### config.mk
export PLATFORM = sky130hd
export DESIGN_NAME = sram_bist_ctrl
export DESIGN_NICKNAME = d
export VERILOG_FILES = /design/src/rtl/sram_bist_ctrl.sv
export SDC_FILE = /design/constraint.sdc
export NUM_CORES = 1
export LEC_CHECK = 0
export CAP_MARGIN = 0
export CORE_ASPECT_RATIO = 2
export CORE_MARGIN = 2
export CORE_UTILIZATION = 25
export DETAILED_ROUTE_END_ITERATION = 7
export GPL_TIMING_DRIVEN = 0
export SETUP_SLACK_MARGIN = 0.4
export SLEW_MARGIN = 5
export SYNTH_ARGS = -nofsm -noshare
export SYNTH_HDL_FRONTEND = slang
export SYNTH_SLANG_ARGS = --single-unit
### constraint.sdc
create_clock -name i_clk -period 2.6 [get_ports i_clk]
set_clock_uncertainty 0.15 [all_clocks]
set_input_delay 0.52 -clock i_clk [delete_from_list [all_inputs] [get_ports i_clk]]
set_output_delay 0.52 -clock i_clk [all_outputs]
set_load 0.01 [all_outputs]
### src/rtl/sram_bist_ctrl.sv
// Write/read-back self-test controller for a single-port synchronous RAM.
// Fills every address with an address-derived pattern, reads it all back and tallies mismatches.
module sram_bist_ctrl #(
    parameter int ADDR_W = 6,
    parameter int DATA_W = 8,
    parameter int RD_LAT = 1
) (
    input  logic              i_clk,
    input  logic              i_reset,
    input  logic              i_start,
    input  logic              i_invert,
    output logic              o_busy,
    output logic              o_done,
    output logic              o_pass,
    output logic [ADDR_W-1:0] o_fail_addr,
    output logic [ADDR_W:0]   o_err_cnt,
    output logic              o_ce,
    output logic              o_wr,
    output logic [ADDR_W-1:0] o_addr,
    output logic [DATA_W-1:0] o_wdata,
    input  logic [DATA_W-1:0] i_rdata
);
    localparam int DEPTH = 2**ADDR_W;
    localparam logic [ADDR_W:0] CNT_END   = DEPTH[ADDR_W:0];
    localparam logic [ADDR_W:0] DRAIN_END = RD_LAT[ADDR_W:0];

    typedef enum logic [2:0] {S_IDLE, S_WRITE, S_READ, S_DRAIN, S_DONE} state_t;

    state_t            r_state, w_state_next;
    logic [ADDR_W:0]   r_cnt, w_cnt_next, w_cnt_inc;
    logic              r_inv, w_inv, w_start_acc;
    logic              r_ce, r_wr, r_busy, r_done, r_pass;
    logic [ADDR_W-1:0] r_addr, r_fail_addr;
    logic [DATA_W-1:0] r_wdata;
    logic [ADDR_W:0]   r_err_cnt, w_err_next;
    logic              w_ce_next, w_wr_next, w_busy_next, w_done_next;
    logic [ADDR_W-1:0] w_addr_next;
    logic [DATA_W-1:0] w_wdata_next;
    logic              w_mis;

    // Compare pipeline: one stage per cycle of RAM read latency
    logic              r_pv [RD_LAT];
    logic [ADDR_W-1:0] r_pa [RD_LAT];
    logic [DATA_W-1:0] r_pp [RD_LAT];

    // (k+1) mod 2**DATA_W; truncating k first gives the same residue
    function automatic logic [DATA_W-1:0] pat(input logic [ADDR_W-1:0] k, input logic inv);
        logic [DATA_W-1:0] s;
        s = DATA_W'(k) + DATA_W'(1);
        return s ^ {DATA_W{inv}};
    endfunction

    assign w_start_acc = (r_state == S_IDLE) && i_start;
    assign w_inv       = w_start_acc ? i_invert : r_inv;
    assign w_cnt_inc   = r_cnt + (ADDR_W+1)'(1);

    always_ff @(posedge i_clk or posedge i_reset) begin
        if (i_reset) begin
            r_state <= S_IDLE;
            r_cnt   <= '0;
        end else begin
            r_state <= w_state_next;
            r_cnt   <= w_cnt_next;
        end
    end

    always_comb begin
        w_state_next = r_state;
        w_cnt_next   = r_cnt;
        case (r_state)
            S_IDLE: begin
                if (i_start) begin
                    w_state_next = S_WRITE;
                    w_cnt_next   = '0;
                end
            end
            S_WRITE: begin
                w_cnt_next = w_cnt_inc;
                if (w_cnt_inc == CNT_END) begin
                    w_state_next = S_READ;
                    w_cnt_next   = '0;
                end
            end
            S_READ: begin
                w_cnt_next = w_cnt_inc;
                if (w_cnt_inc == CNT_END) begin
                    w_state_next = S_DRAIN;
                    w_cnt_next   = '0;
                end
            end
            S_DRAIN: begin
                w_cnt_next = w_cnt_inc;
                if (w_cnt_inc == DRAIN_END) begin
                    w_state_next = S_DONE;
                    w_cnt_next   = '0;
                end
            end
            default: begin
                w_state_next = S_IDLE;
                w_cnt_next   = '0;
            end
        endcase
    end

    // Outputs are registered, so they are derived from the next state
    always_comb begin
        w_ce_next    = (w_state_next == S_WRITE) || (w_state_next == S_READ);
        w_wr_next    = (w_state_next == S_WRITE);
        w_busy_next  = w_ce_next || (w_state_next == S_DRAIN);
        w_done_next  = (w_state_next == S_DONE);
        w_addr_next  = w_ce_next ? w_cnt_next[ADDR_W-1:0] : r_addr;
        w_wdata_next = w_wr_next ? pat(w_cnt_next[ADDR_W-1:0], w_inv) : r_wdata;
    end

    assign w_mis = r_pv[RD_LAT-1] && (i_rdata != r_pp[RD_LAT-1]);

    always_comb begin
        w_err_next = r_err_cnt;
        if (w_start_acc)
            w_err_next = '0;
        else if (w_mis)
            w_err_next = r_err_cnt + (ADDR_W+1)'(1);
    end

    always_ff @(posedge i_clk or posedge i_reset) begin
        if (i_reset) begin
            r_ce        <= 1'b0;
            r_wr        <= 1'b0;
            r_busy      <= 1'b0;
            r_done      <= 1'b0;
            r_addr      <= '0;
            r_wdata     <= '0;
            r_inv       <= 1'b0;
            r_err_cnt   <= '0;
            r_fail_addr <= '0;
            r_pass      <= 1'b0;
        end else begin
            r_ce      <= w_ce_next;
            r_wr      <= w_wr_next;
            r_busy    <= w_busy_next;
            r_done    <= w_done_next;
            r_addr    <= w_addr_next;
            r_wdata   <= w_wdata_next;
            r_inv     <= w_inv;
            r_err_cnt <= w_err_next;
            if (w_start_acc)
                r_fail_addr <= '0;
            else if (w_mis && (r_err_cnt == '0))
                r_fail_addr <= r_pa[RD_LAT-1];
            if (w_start_acc)
                r_pass <= 1'b0;
            else if (w_done_next)
                r_pass <= (w_err_next == '0);
        end
    end

    // A read visible on the RAM port this cycle enters stage 0 at the edge
    always_ff @(posedge i_clk or posedge i_reset) begin
        if (i_reset) begin
            for (int k = 0; k < RD_LAT; k++) begin
                r_pv[k] <= 1'b0;
                r_pa[k] <= '0;
                r_pp[k] <= '0;
            end
        end else begin
            r_pv[0] <= r_ce && !r_wr;
            r_pa[0] <= r_addr;
            r_pp[0] <= pat(r_addr, r_inv);
            for (int k = 1; k < RD_LAT; k++) begin
                r_pv[k] <= r_pv[k-1];
                r_pa[k] <= r_pa[k-1];
                r_pp[k] <= r_pp[k-1];
            end
        end
    end

    assign o_ce        = r_ce;
    assign o_wr        = r_wr;
    assign o_addr      = r_addr;
    assign o_wdata     = r_wdata;
    assign o_busy      = r_busy;
    assign o_done      = r_done;
    assign o_pass      = r_pass;
    assign o_fail_addr = r_fail_addr;
    assign o_err_cnt   = r_err_cnt;

endmodule

==> impl_metrics.ini, run 1 <==
[route]
drt_iter0_markers = 126
vias = 2859
vias_per_cell = 5.124
drc = 0
first_pass_iters = 4
ant_nets = 0
totalWireLength_microns = 9660
wl_per_cell_microns = 17.31

[final_layout]
syn_to_final_growth_pct = 55.38
antennaDiodeCount = 0
layout-drive-gt1-share_pct = 33.09
fin_area_sq_um = 4876
fillCellCount = 1146
register_area_sq_um = 1458
fin_util_pct = 39.98
finalNonFillerCells = 558
finalNetCount = 425
multiInputGateArea_sq_um = 2002

[clock_tree]
numCtsBuffers = 9
cts-root-buf = clkbuf_16
cts_tree = yes
cts_max_level = 3
clkSinkCount = 58
clockBufferDepth = 2
clk_latency_ns = 0.34
path_clk_slew_ns = 0.06
cts_hold_buf = 0

[placement]
dpl-instance-area_sq_um = 3910
port-buffer-count = 43
place.gp.congestion = 0.8534
dpl.hpwl_microns = 6636
post-place-cells = 503

[critical_path]
critPathArrivalTime_ns = 2.70
critical_path_class = reg -> reg
rrSetupSlack_ns = -0.02
crit_required_ns = 2.67
timing.rr.start = r_cnt[0]
critPathMaxFanout = 6
reg2reg_to = o_wdata[4]
crit_path_start_kind = flop
worstSetupEndpointType = flop
reg2reg_depth = 12

[global_route]
grt_max_degree = 43
antenna_found_initial = 0
track_usage_pct = 14.72
grt_overflow = 0
grt_pass1_vias = 2968
grt_pass1_wl_microns = 15370

[floorplanning]
die_w_microns = 83.22
io_pins = 44
die-area_sq_um = 13520
coreArea_sq_um = 12200
rows = 57
fp.dieH_microns = 162.4
start_util_pct = 25.73

[sta]
finalHoldViolCount = 0
setup_viol = 2
rsz0062_at_grt = true
tightestPinTransition_ns = 0.7504
clock.fmax_mhz = 381.1
drv_slew = 0
period_share_pct = 100.9
fin_crit_ns = 2.624
setup_ws_ns = -0.02376
max_slew_margin_pct = 49.97

[logic_synthesis]
netlist_area_sq_um = 3138
ys_seq_elements = 58
yosysUniqueCellTypes = 59
yosys_warnings = 0
synthCells = 312
avgSynthCellArea_sq_um = 10.06
async_reset_ff_share_pct = 100.0
ys_seq_area_share_pct = 46.25
synth-edff-count = 0
synth_nets = 331
ys.flop_type = dfrtp_1

[hold_path]
hold_path.class = reg -> reg
hold_path_end = r_pp[7]
min_from = r_inv
hold_depth = 0

[power]
p_per_area_nw_per_um2 = 1330
peakVddDrop_mv = 0.4701
leakagePower_nw = 2.091

[run_status]
violations = negative setup slack
outcome = finished, violations left

[flow_run]
maxCapViolations = 0
logic make-up (layout without fill, tap and decap cells):
family / after synthesis / after routing / synth area share (%)
DFF: 58 / 58 / 46.25
muxes: 9 / 9 / 3.509
xor gates and xnor gates: 35 / 35 / 9.769
adders and majority gates: 7 / 7 / 2.791
AOI/OAI and AO/OA: 66 / 66 / 14.99
buffers and inverters: 26 / 125 / 3.628
and+or+nand+nor: 111 / 111 / 19.06
flip-flops by register name, summed over array words and instances, names as in the netlist:
signal	cells
o_wdata	8
o_err_cnt	7
o_pass	1
o_addr	6
r_state	3
r_inv	1
o_busy	1
o_wr	1
r_pa	6
r_pp	8
r_cnt	7
o_done	1
o_fail_addr	6
r_pv	1
o_ce	1
synthesized netlist by cell type, types with 3 or more instances:
cell type,count,area share [%]
dfrtp_1,58,46
nor3_1,10,1.6
inv_1,13,1.6
a21boi_0,3,0.72
nor4_1,8,1.6
a31oi_1,4,0.80
nand2_1,23,2.8
buf_4,3,0.72
xor2_1,16,4.5
a21oi_1,12,1.9
a22o_1,6,1.7
o21ai_0,16,2.6
nand4_1,5,1.0
ha_1,7,2.8
nor2_1,29,3.5
xnor2_1,19,5.3
mux2i_1,7,2.2
and2_1,4,0.80
a31o_2,3,0.84
clkbuf_1,4,0.48
a211oi_1,3,0.72
buf_2,4,0.64
nand3_1,8,1.3
area by class of cell:
class,count,area share [%]
multi-input cells,228,41.06
flip-flops and latches,58,29.89
repair buffers,83,15.99
clock buffers,11,4.978
well taps,147,3.772
plain buffers,12,1.642
clock inverters,5,1.591
inverters,14,1.078
cell usage in the layout, fill, tap and decap left out, types with 6 or more instances in the layout:
cell type         n
a21oi_1           7
a22o_1            6
buf_4            37
clkbuf_16         9
clkdlybuf4s50_1  34
dfrtp_1          53
inv_1            10
mux2i_1           7
nand2_1          20
nand3_1           8
nor2_1           26
o21ai_0          10
xnor2_1          18
xor2_1            8
xor2_2            8
worst max-delay path, stage by stage (launching register included):
cell and delay [ns]:
dfrtp_2 0.46, ha_4 0.18, buf_8 0.12, nand3_4 0.12, buf_6 0.12, nor3_4 0.05
o32a_4 0.36, o221a_4 0.29, nor2_4 0.11, ha_4 0.18, a21boi_2 0.17, xnor2_1 0.13
o21ai_1 0.08
worst max path at each step:
stage,startpoint,end,slack [ns],cells after the start
2_1_floorplan,r_cnt[0],o_wdata[4],0.11,12
3_3_place_gp,i_rdata[5],o_fail_addr[4],-0.78,7
3_5_place_dp,i_rdata[5],o_fail_addr[3],-0.85,7
4_1_cts,r_cnt[0],o_wdata[4],0.07,11
5_1_grt,r_cnt[0],o_wdata[4],-0.13,13
6_report,r_cnt[0],o_wdata[4],-0.02,12
report_power, final:
part	switching [mW]	total (mW)	internal (mW)
logic	1.78	3.49	1.72
registers	0.388	1.71	1.32
clock network	0.416	1.28	0.860
total	2.58	6.48	3.90
routing by layer:
layer	part of all wire [%]	global-route usage [%]
met1	32	13.14
met2	57	27.05
met4	7.4	12.30
met5	0	0
met3	3.7	3.801
stage by stage:
step           hold WS (ns)  TNS [ns]  setup WS (ns)  total power [mW]
2_1_floorplan        0.2019         0         0.1054             3.538
3_3_place_gp         0.2067    -42.10        -0.7840             4.445
3_5_place_dp         0.2093    -10.38        -0.8467             4.516
4_1_cts              0.2271         0        0.06840             6.361
5_1_grt              0.2509   -0.6933        -0.1345             6.899
6_report             0.2280  -0.02855       -0.02376             6.483
repair_timing:
item	4_1_cts	5_1_grt
endpoints found under the setup margin	36	28
buffers inserted	31	8
pin swaps	20	14
gates resized for setup	59	20
No activity file was read; power rests on OpenSTA's default activity.
==> run 2: changes to the inputs <==
- SETUP_SLACK_MARGIN: 0.4 -> 0.2
==> run 2 against run 1 <==
Net effect:
- final cell count is the same
- count of clock-buffer cells in the layout grew 1
- sequential share of layout area grew 0.13 points
- hold slack lost 0.0014 ns
- non-clock buffer count is the same
- critical endpoint unchanged
- register-to-register slack is essentially flat
- sequential power is essentially flat
- via count grew 0.56%
- critical path depth shrank 2
- critical path type unchanged
- first-iteration DRC count grew 66%
- maximum frequency grew 0.12%
- sequential cell count is the same
- the run still ends with negative setup slack left
==> impl_metrics.ini, run 2 (synthesis results as in run 1) <==
[power]
peakVddDrop_mv = 0.5694
pwr-share-seq_pct = 25.8
p_total_mw = 6.513
pwr-share-clk_pct = 20.1
leakagePower_nw = 2.049
comb_power_share_pct = 54.0
p_per_area_nw_per_um2 = 1343
internal-power_mw = 3.955
p_sw_mw = 2.557
p_sw_share_pct = 39.27

[critical_path]
rrSetupSlack_ns = -0.02
startpoint = r_cnt[5]
cp_slowest_cell = dfrtp_1
worstSetupEndpointType = flop
critPathMaxFanout = 7
crit_path_start_kind = flop
reg2reg_depth = 10
critical_path_class = reg -> reg
crit_path_end = o_wdata[4]
timing.rr.start = r_cnt[5]
crit_required_ns = 2.67
critPathArrivalTime_ns = 2.69
max_stage_delay_ns = 0.48
reg2reg_to = o_wdata[4]
cp_cell_sequence = or3_4 > nor3_4 > o32a_4 > nor2_4 > o21ai_2 > nand2_2 > ha_4 > a21boi_2 > xnor2_1 > o21ai_1

[global_route]
track_usage_pct = 13.96
grt_pass1_wl_microns = 14760
grt_max_degree = 44
antenna_found_initial = 0
grt_overflow = 0
grt_pass1_vias = 2978

[placement]
place.gp.congestion = 0.9624
place_ws_ns = -0.8554
dpl.hpwl_microns = 6476
port-buffer-count = 43

[sta]
setup_viol = 2
finalSetupTns_ns = -0.02453
clock.fmax_mhz = 381.6
finalHoldViolCount = 0
tightestPinTransition_ns = 0.8968
max_slew_margin_pct = 39.58
fin_crit_ns = 2.620
hold_slack_ns = 0.2267
rsz0062_at_grt = true
drv_slew = 0
setup_ws_ns = -0.02049
period_share_pct = 100.8

[run_status]
outcome = finished, violations left
violations = negative setup slack

[floorplanning]
rows = 57
io_pins = 44
coreArea_sq_um = 12200
fp.dieH_microns = 162.4
die-area_sq_um = 13520
start_util_pct = 25.73
die_w_microns = 83.22

[clock_tree]
numCtsBuffers = 9
clockBufferDepth = 2
cts_max_level = 3
clk_latency_ns = 0.33
cts_tree = yes
cts_hold_buf = 0
path_clk_slew_ns = 0.05
clkSinkCount = 58
cts-root-buf = clkbuf_16

[final_layout]
fillCellCount = 1129
finalNetCount = 425
syn_to_final_growth_pct = 54.59
register_area_sq_um = 1456
multiInputGateArea_sq_um = 1966
mostFrequentLayoutCells = dfrtp_1, clkdlybuf4s50_1, buf_4, nor2_1, nand2_1
fin_util_pct = 39.78
layout-drive-gt1-share_pct = 32.36
antennaDiodeCount = 0
final_common_cell = dfrtp_1

[route]
totalWireLength_microns = 9453
ant_nets = 0
wl_per_cell_microns = 16.94
drc = 0
drt_iter0_markers = 209
vias_per_cell = 5.152
vias = 2875
first_pass_iters = 4

[flow_run]
maxCapViolations = 0

[hold_path]
hold_path.class = reg -> reg
run 2: cell type report:
| class | instances | share of cell area (%) |
|---|---|---|
| clock buffer | 12 | 5.494 |
| tap | 147 | 3.792 |
| sequential | 58 | 30.02 |
| multi-input combinational | 228 | 40.52 |
| inverter | 14 | 1.135 |
| buffer | 12 | 1.754 |
| timing repair buffer | 83 | 15.79 |
| clock inverter | 4 | 1.496 |
run 2: worst min-delay path by stage:
stage               startpoint  endpoint  slack (ns)  cells after the start
floorplan                r_inv   r_pp[7]        0.20                      0
global placement         r_inv   r_pp[7]        0.21                      0
detailed placement       r_inv   r_pp[7]        0.22                      0
CTS                      r_inv   r_pp[7]        0.23                      0
global route             r_inv   r_pp[7]        0.23                      0
finish                   r_inv   r_pp[7]        0.23                      0
run 2: power groups by stage:
stage	logic [mW]	registers, mW	clock network, mW
finish	3.52	1.68	1.31
global route	3.80	1.74	1.39
CTS	3.16	1.67	1.34
detailed placement	2.76	1.71	0
global placement	2.71	1.69	0
floorplan	1.81	1.70	0
run 2: layer usage:
metal  global-route usage (%)  wire length (microns)  vias to the layer above
met2                    25.95                   5462                      101
met1                    12.75                   3149                     1428
met3                    3.193                    331                       38
met5                        0                      0                        -
li1                         -                      -                     1308
met4                    10.95                    510                        0
run 2: per-stage QoR:
stage | instance area, sq um | std cells
2_1_floorplan | 3252 | 312
3_3_place_gp | 3866 | 502
3_5_place_dp | 3886 | 503
4_1_cts | 4549 | 537
5_1_grt | 4851 | 558
6_report | 4851 | 558
run 2: what timing repair did:
action | CTS | global route
gates cloned | 0 | 0
setup endpoints to repair | 30 | 23
gates resized for setup | 39 | 43
setup buffers | 18 | 21
pin swaps | 14 | 24
run 2: worst max-delay path, delay by kind of cell (launching register included):
kind	cells	cell delay (ns)
and+or+nand+nor	4	0.85
AOI/OAI and AO/OA	4	0.67
DFF	1	0.48
adders and majority gates	1	0.19
xor gates and xnor gates	1	0.16
==> run 3: changes to the inputs <==
- TNS_END_PERCENT: unset -> 1
==> run 3 against run 2 <==
Net effect:
- maximum frequency up 0.14%
- critical endpoint is now o_addr[0]
- combinational power decreased by 11%
- register-to-register slack hardly changed
- worst setup slack better by 0.0036 ns
- core utilization is 2.1 points lower
- sequential power hardly changed
- first-iteration DRC count increased by 33%
- sequential cell count unchanged
- largest power group unchanged
- the run still ends with negative setup slack left
==> impl_metrics.ini, run 3 (synthesis results as in run 1) <==
[run_status]
outcome = finished, violations left
violations = negative setup slack

[floorplanning]
die_w_microns = 83.22
rows = 57
fp.dieH_microns = 162.4
start_util_pct = 25.73
io_pins = 44
die-area_sq_um = 13520
coreArea_sq_um = 12200

[critical_path]
critPathMaxFanout = 7
cp_slowest_cell = dfrtp_2
crit_required_ns = 2.66
critPathBufInv = 2
critical_path_class = reg -> reg
worstSetupEndpointType = flop
max_stage_delay_ns = 0.45
cp_cell_sequence = ha_4 > buf_8 > nand2_1 > nor3_4 > o32a_4 > buf_4 > o21ai_0 > o311ai_2 > a22o_1
crit_path_start_kind = flop
critPathArrivalTime_ns = 2.68
cpLargestDelayFamily = compound AO/OA/AOI/OAI gates

[placement]
post-place-cells = 503
dpl.hpwl_microns = 6490
port-buffer-count = 43
place_ws_ns = -0.8173
place.gp.congestion = 0.9443
dpl-instance-area_sq_um = 3876

[clock_tree]
clk_latency_ns = 0.33
cts_max_level = 3
numCtsBuffers = 9
clockBufferDepth = 2
cts-root-buf = clkbuf_16
cts_tree = yes
path_clk_slew_ns = 0.05
clkSinkCount = 58
cts_hold_buf = 0

[sta]
finalHoldViolCount = 0
setup_ws_ns = -0.01685
tightestPinTransition_ns = 0.7211
clock.fmax_mhz = 382.1
setup_viol = 5
hold_slack_ns = 0.2260
max_slew_margin_pct = 51.93
period_share_pct = 100.6
drv_slew = 0
fin_crit_ns = 2.617
rsz0062_at_grt = true

[final_layout]
antennaDiodeCount = 0
fillCellCount = 1172
fin_area_sq_um = 4594
finalNonFillerCells = 541
layout-drive-gt1-share_pct = 25.38
finalNetCount = 409
syn_to_final_growth_pct = 46.41
mostFrequentLayoutCells = dfrtp_1, clkdlybuf4s50_1, nor2_1, buf_4, nand2_1
final_common_cell = dfrtp_1

[global_route]
grt_max_degree = 43
grt_pass1_vias = 2865
track_usage_pct = 13.67
antenna_found_initial = 0
grt_pass1_wl_microns = 14460
grt_overflow = 0

[route]
first_pass_iters = 6
vias = 2735
totalWireLength_microns = 8907
ant_nets = 0
wl_per_cell_microns = 16.46
drc = 0
drt_iter0_markers = 277
vias_per_cell = 5.055

[flow_run]
maxCapViolations = 0

[power]
peakVddDrop_mv = 0.5565
leakagePower_nw = 1.927
p_per_area_nw_per_um2 = 1344
p_total_mw = 6.173

[hold_path]
hold_path.class = reg -> reg
## run 3: path summary, 6_finish.rpt
path	depth (start not counted)	slack (ns)	startpoint	to
setup reg to reg	9	-0.02	r_cnt[1]	o_addr[0]
hold reg to reg	0	0.23	r_inv	r_pp[7]
min in group asynchronous	2	0.36	i_reset	o_wdata[3]
hold / removal	0	0.23	r_inv	r_pp[7]
max in group asynchronous	3	1.39	i_reset	o_addr[4]
setup / recovery	9	-0.02	r_cnt[1]	o_addr[0]
## run 3: metrics by stage
stage               util [%]   TNS, ns
finish                 37.67  -0.06554
global route           37.67   -0.8726
CTS                    36.31         0
detailed placement     31.78    -11.28
global placement       31.62    -41.64
floorplan                  -         0
## run 3: report_power, final
| part | switching, mW | internal [mW] | total, mW | leakage [nW] |
|---|---|---|---|---|
| clock | 0.394 | 0.953 | 1.35 | 0.165 |
| sequential | 0.354 | 1.32 | 1.68 | 0.706 |
| combinational | 1.63 | 1.52 | 3.15 | 1.06 |
| total | 2.38 | 3.79 | 6.17 | 1.93 |
## run 3: worst register-to-register path, cell delays in order (launching register included)
cell	delay, ns
dfrtp_2	0.45
ha_4	0.17
buf_8	0.12
nand2_1	0.10
nor3_4	0.07
o32a_4	0.42
buf_4	0.15
o21ai_0	0.25
o311ai_2	0.30
a22o_1	0.31
## run 3: cell type report
class                           instances  area, sq um  share of cell area (%)
Clock buffer                           10        239.0                   5.202
Sequential cell                        58         1456                   31.70
Clock inverter                          5        102.6                   2.233
Buffer                                 12        71.32                   1.552
Multi-Input combinational cell        228         1851                   40.28
Inverter                               14        52.55                   1.144
Tap cell                              147        183.9                   4.003
Timing Repair Buffer                   67        638.1                   13.89
## run 3: routing by layer
metal / wire length [microns] / share of wire (%) / vias to the layer above / GRT usage, %
li1: - / - / 1282 / -
met1: 2904 / 33 / 1328 / 12.27
met2: 4990 / 56 / 89 / 25.29
met3: 386 / 4.3 / 36 / 3.396
met4: 625 / 7.0 / 0 / 11.10
met5: 0 / 0 / - / 0
## run 3: repair_timing
action / in CTS / in global routing
endpoints found under the setup margin: 30 / 29
buffers inserted: 12 / 11
pin swaps: 7 / 12
gates resized for setup: 20 / 21
